<file path="config.mk">
export PLATFORM = sky130hd
export DESIGN_NAME = pipe_stage_skid
export DESIGN_NICKNAME = d
export VERILOG_FILES = /design/src/rtl/pipe_stage_skid_pkg.sv /design/src/rtl/pipe_stage_skid_slot.sv /design/src/rtl/pipe_stage_skid.sv
export SDC_FILE = /design/constraint.sdc
export NUM_CORES = 1
export LEC_CHECK = 0
export ABC_AREA = 1
export CAP_MARGIN = 20
export CORE_UTILIZATION = 50
export DETAILED_ROUTE_END_ITERATION = 7
export GPL_ROUTABILITY_DRIVEN = 0
export PLACE_DENSITY = 0.93
export RECOVER_POWER = 100
export SYNTH_ARGS = -nofsm -noshare
export SYNTH_HDL_FRONTEND = slang
export SYNTH_HIERARCHICAL = 1
export SYNTH_SLANG_ARGS = --single-unit
</file>
<file path="constraint.sdc">
create_clock -name clk -period 3.39 [get_ports clk]
set_input_delay 0.678 -clock clk [delete_from_list [all_inputs] [get_ports clk]]
set_output_delay 0.678 -clock clk [all_outputs]
set_load 0.01 [all_outputs]
</file>
<file path="src/rtl/pipe_stage_skid_pkg.sv">
// pipe_pkg: occupancy encodings and default constants shared by the skid pipeline stage.
package pipe_pkg;
  typedef enum logic [1:0] {
    ST_EMPTY = 2'd0,
    ST_ONE   = 2'd1,
    ST_FULL  = 2'd2
  } state_t;
  localparam logic [31:0] PC_RESET_DEFAULT  = 32'h0000_3000;
  localparam logic [31:0] NOP_INSTR_DEFAULT = 32'h0000_0000;
  localparam int XLEN_DEFAULT    = 32;
  localparam int EXTRA_W_DEFAULT = 64;
  localparam int PAYLOAD_W       = 2 * XLEN_DEFAULT + EXTRA_W_DEFAULT;
  function automatic int payload_w(input int xlen, input int extra_w);
    return 2 * xlen + extra_w;
  endfunction
endpackage

</file>
<file path="src/rtl/pipe_stage_skid_slot.sv">
// pipe_slot: one payload register; clear returns it to the bubble value and wins over load.
module pipe_slot
  import pipe_pkg::*;
#(
  parameter int             W      = PAYLOAD_W,
  parameter logic [W-1:0]   BUBBLE = '0
) (
  input  logic         clk,
  input  logic         reset,
  input  logic         clr_i,
  input  logic         ld_i,
  input  logic [W-1:0] d_i,
  output logic [W-1:0] q_o
);
  logic [W-1:0] q_q, q_d;
  always_comb q_d = clr_i ? BUBBLE : ld_i ? d_i : q_q;
  always_ff @(posedge clk) q_q <= reset ? BUBBLE : q_d;
  assign q_o = q_q;
endmodule

</file>
<file path="src/rtl/pipe_stage_skid.sv">
// pipe_stage_skid: valid/ready pipeline register with 2-entry skid, flush and occupancy.
// Perf counters stall_cnt/bubble_cnt exist only when PIPE_STAGE_PERF_CNT_EN is defined.
module pipe_stage_skid
  import pipe_pkg::*;
#(
  parameter int                XLEN      = XLEN_DEFAULT,
  parameter int                EXTRA_W   = EXTRA_W_DEFAULT,
  parameter logic [XLEN-1:0]   PC_RESET  = XLEN'(PC_RESET_DEFAULT),
  parameter logic [XLEN-1:0]   NOP_INSTR = XLEN'(NOP_INSTR_DEFAULT)
) (
  input  logic               clk,
  input  logic               reset,
  input  logic               flush,
  input  logic               in_valid,
  output logic               in_ready,
  input  logic [XLEN-1:0]    in_instr,
  input  logic [XLEN-1:0]    in_pc4,
  input  logic [EXTRA_W-1:0] in_data,
  output logic               out_valid,
  input  logic               out_ready,
  output logic [XLEN-1:0]    out_instr,
  output logic [XLEN-1:0]    out_pc4,
  output logic [EXTRA_W-1:0] out_data,
  output logic [1:0]         occupancy,
  output logic [31:0]        stall_cnt,
  output logic [31:0]        bubble_cnt
);
  localparam int PW = payload_w(XLEN, EXTRA_W);
  localparam logic [PW-1:0] BUBBLE = {NOP_INSTR, PC_RESET, {EXTRA_W{1'b0}}};
  state_t occ_q, occ_d;
  logic [PW-1:0] main_q, skid_q, main_d;
  logic in_fire, out_fire, main_ld, main_clr, skid_ld, skid_clr;
  assign in_ready  = occ_q != ST_FULL;
  assign out_valid = occ_q != ST_EMPTY;
  assign in_fire   = in_valid & in_ready;
  assign out_fire  = out_valid & out_ready;
  // FULL refills main from skid; otherwise main only ever takes the upstream entry
  assign main_d   = (occ_q == ST_FULL) ? skid_q : {in_instr, in_pc4, in_data};
  assign main_ld  = (occ_q == ST_EMPTY & in_fire) | (occ_q == ST_ONE & in_fire & out_fire) |
                    (occ_q == ST_FULL & out_fire);
  assign main_clr = flush | (occ_q == ST_ONE & !in_fire & out_fire);
  assign skid_ld  = occ_q == ST_ONE & in_fire & !out_ready;
  assign skid_clr = flush | (occ_q == ST_FULL & out_fire);
  always_comb
    occ_d = flush ? ST_EMPTY :
            (in_fire & !out_fire) ? state_t'(occ_q + 2'd1) :
            (!in_fire & out_fire) ? state_t'(occ_q - 2'd1) : occ_q;
  always_ff @(posedge clk) occ_q <= reset ? ST_EMPTY : occ_d;
  pipe_slot #(.W(PW), .BUBBLE(BUBBLE)) u_main (
    .clk(clk), .reset(reset), .clr_i(main_clr), .ld_i(main_ld), .d_i(main_d), .q_o(main_q)
  );
  pipe_slot #(.W(PW), .BUBBLE(BUBBLE)) u_skid (
    .clk(clk), .reset(reset), .clr_i(skid_clr), .ld_i(skid_ld),
    .d_i({in_instr, in_pc4, in_data}), .q_o(skid_q)
  );
  assign {out_instr, out_pc4, out_data} = main_q;
  assign occupancy = occ_q;
`ifdef PIPE_STAGE_PERF_CNT_EN
  logic [31:0] stall_q, bubble_q;
  always_ff @(posedge clk) begin
    stall_q  <= reset ? 32'd0 : stall_q + {31'd0, out_valid & !out_ready};
    bubble_q <= reset ? 32'd0 : bubble_q + {31'd0, !out_valid & !flush};
  end
  assign stall_cnt  = stall_q;
  assign bubble_cnt = bubble_q;
`else
  assign stall_cnt  = 32'd0;
  assign bubble_cnt = 32'd0;
`endif
endmodule

</file>
==> results.md <==
* Status: completed
* #FFs+latches synth at 258
* CP max FO at 38
* Worst slack, placed at 0.567 ns
* Final core utilization at 65.4%
* Critical Path AT at 2.25 ns
* CTS tree: built
* Synth Cell Area at 12700 sq um
* Reg2reg start: occupancy[0]
* Mapped Cells at 2130
* Vias in the first global route at 11317
* Largest net degree at the start of global routing at 180
* Grt peak-use layer: met2
* Final setup vio count at 0
* Nets at 2460
* Hold buffers post-CTS at 0
* Sw frac at 25.6%
* Max_cap viols at 0
* Worst hold stages at 2
* Worst endpoint required time at 2.71 ns
* Yosys warnings at 6
* R2r worst-path depth at 9
* Grt total ovfl at 0
* Area of the multi-input gates at 5680 sq um
* Hold worst-path end: u_main/q_o[76]
* Met2 Use GR at 42.5%
* Routed Antenna Nets at 0
* Internal Power at 0.00579 W
* PD cells at 484 nW/um^2
* Vias per inst at 4.63
* Final setup skew at 0.0121 ns
* Setup CP Type: reg -> out
* Total GRT Usage at 23.9%
* CTS-repair resized insts at 0
* Initial Util at 51.5%
* Worst rel slew slack at 30.3%
* Die X at 161 um
* Grt met3 use at 4.75%
* Critical-path cell list: inv_1 > ha_1 > inv_4 > dlygate4sd3_1
* Final hold vios at 0
* Hold Slack at 0.461 ns
* Slew Viols, Final at 0
* Port bufs at 264
* Layout area overhead at 26.9%
* CTS H-Tree Depth at 1
* Initial DRC Count at 962
* Sequential power share at 41.0%
* Hold path start: u_main/q_o[76]
* Register Area at 5160 sq um
* Combinational power share at 15.1%
* CTS root buffer: clkbuf_16
* Clk_lat worst skew at 0.54 ns
* Slowest cell on the critical path: dlygate4sd3_1
* Max incr delay on CP at 0.67 ns
* Register area share after synthesis at 40.7%
* Die area at 26000 sq um
* WL/cell at 11.9 um
* Detailed-route wire length at 31.7 mm
* Post-synthesis cell type count at 14
* M1 GR Usage at 27.4%
* Register clock-pin slew on the reported worst setup and hold paths at 0.06 ns
* Fin Setup TNS at 0 ns
* DP HPWL at 20.1 mm
* Total number of vias at 12366
* First-pass GRT wire length at 51.7 mm
* Layout fillers at 2049
* Initial antenna violation count at 1
* Tmin final at 2.93 ns
* Num rows at 57
* Tightest Pin Transition at 1.04 ns
* Reg-to-Reg End: u_skid/q_o[32]
* Clock sinks at 258
* Worst VDD drop at 0.400 mV
* DR pass1 iterations at 6
* Final worst-path cycle share at 86.3%
* RSZ-0062 raised after global routing: no
* Die height at 161 um
* Cts bufs inserted at 28
* P_leak at 8.16 nW
* Core area at 24600 sq um
* Post-CTS setup buffers at 0
* Detailed-route DRC error count at 0
* Fmax at 0.342 GHz
* Worst-case clock buffer depth at 3
* Layout cells sized above 1 at 2.81%
* Reg2reg setup slack at 0.51 ns
* Clk network pwr share at 43.9%
* Post-synthesis average cell area at 5.95 sq um
* Io pins at 329
* HP Class: reg -> reg
* Setup ws final at 0.464 ns
* Sw Pwr at 0.00199 W
* Crit start category: flip-flop
* Worst Setup End Kind: output pin
## logic make-up (layout without fill, tap and decap cells)
logic type	Yosys count	count (layout)	share of synthesized area [%]
AOI/OAI and AO/OA	5	5	0.197
adders and majority gates	3	3	0.296
other	1	65	0.0296
buffers and inverters	440	592	16.6
DFF	258	258	40.7
and+or+nand+nor	1423	1423	42.2
## cells in the final DEF (no fill, tap or decap)
cell type,instances
dfxtp_1,258
inv_1,263
nand2_1,906
a21oi_1,3
inv_4,1
ha_1,3
buf_12,5
clkbuf_8,7
clkinv_2,5
clkbuf_4,2
clkbuf_1,2
clkinvlp_4,1
o21ai_4,1
nor2_1,508
clkdlybuf4s50_1,132
nand3_1,6
bufinv_16,6
buf_4,6
o21ai_0,1
nor3_1,1
diode_2,1
clkbuf_16,29
conb_1,64
dlygate4sd3_1,132
nor2_4,2
inv_6,1
## Yosys cell counts, drive strengths merged
master	count	share of area, %
nand2	906	27
nor2	510	15
inv	264	7.8
dfxtp	258	41
buf	175	8.7
nand3	6	0.24
a21oi	3	0.12
ha	3	0.30
o21ai	2	0.079
clkbuf	1	0.030
conb	1	0.030
nor3	1	0.039
## layer usage
| metal | wire [um] | up-vias | part of all wire [%] |
|---|---|---|---|
| li1 | - | 6343 | - |
| met1 | 12600 | 5471 | 40 |
| met2 | 15400 | 456 | 49 |
| met3 | 2350 | 96 | 7.4 |
| met4 | 1330 | 0 | 4.2 |
| met5 | 0 | - | 0 |
## power by group through the flow
stage	Combinational, W	Clock [W]	Sequential [W]
2_1_floorplan	0.000740	0	0.00329
6_report	0.00117	0.00342	0.00319
4_1_cts	0.00121	0.00349	0.00320
3_3_place_gp	0.00116	0	0.00326
5_1_grt	0.00132	0.00361	0.00320
3_5_place_dp	0.00119	0	0.00326
## registers in the layout, indices dropped and copies added, names as in the netlist
register    flops
occupancy       2
u_main/q_o    128
u_skid/q_o    128
## worst max-delay path: cells and delay by family, from the launching register on
family                   cells  cell delay, ns
adder cells (fa/ha/maj)      1            0.25
buffers and inverters        3            1.10
flip-flops                   1            0.35
## layout make-up
cell class,count,share of cell area [%]
clock inverter,13,1.38
clock buffer,38,5.15
antenna,1,0.0155
sequential,258,32.1
timing repair buffer,277,17.4
multi-input combinational,1495,35.3
inverter,264,6.17
tap,324,2.52
## how the worst max path moves through the flow
stage | startpoint | to | slack [ns] | depth (start not counted)
6_report | occupancy[0] | in_ready | 0.46 | 4
3_3_place_gp | in_valid | u_main/q_o[34] | 0.69 | 8
5_1_grt | occupancy[0] | u_main/q_o[45] | 0.30 | 10
4_1_cts | occupancy[0] | in_ready | 0.53 | 4
2_1_floorplan | occupancy[0] | u_main/q_o[76] | 1.67 | 10
3_5_place_dp | in_valid | u_main/q_o[54] | 0.57 | 8
## metrics by stage
| stage | cells | instance area (sq um) | total power, W |
|---|---|---|---|
| finish | 2670 | 16100 | 0.00778 |
| global route | 2670 | 16100 | 0.00813 |
| CTS | 2669 | 16100 | 0.00789 |
| detailed placement | 2618 | 15100 | 0.00445 |
| global placement | 2618 | 15100 | 0.00442 |
| floorplan | 2193 | 12900 | 0.00403 |
No activity file was read; power rests on OpenSTA's default activity.
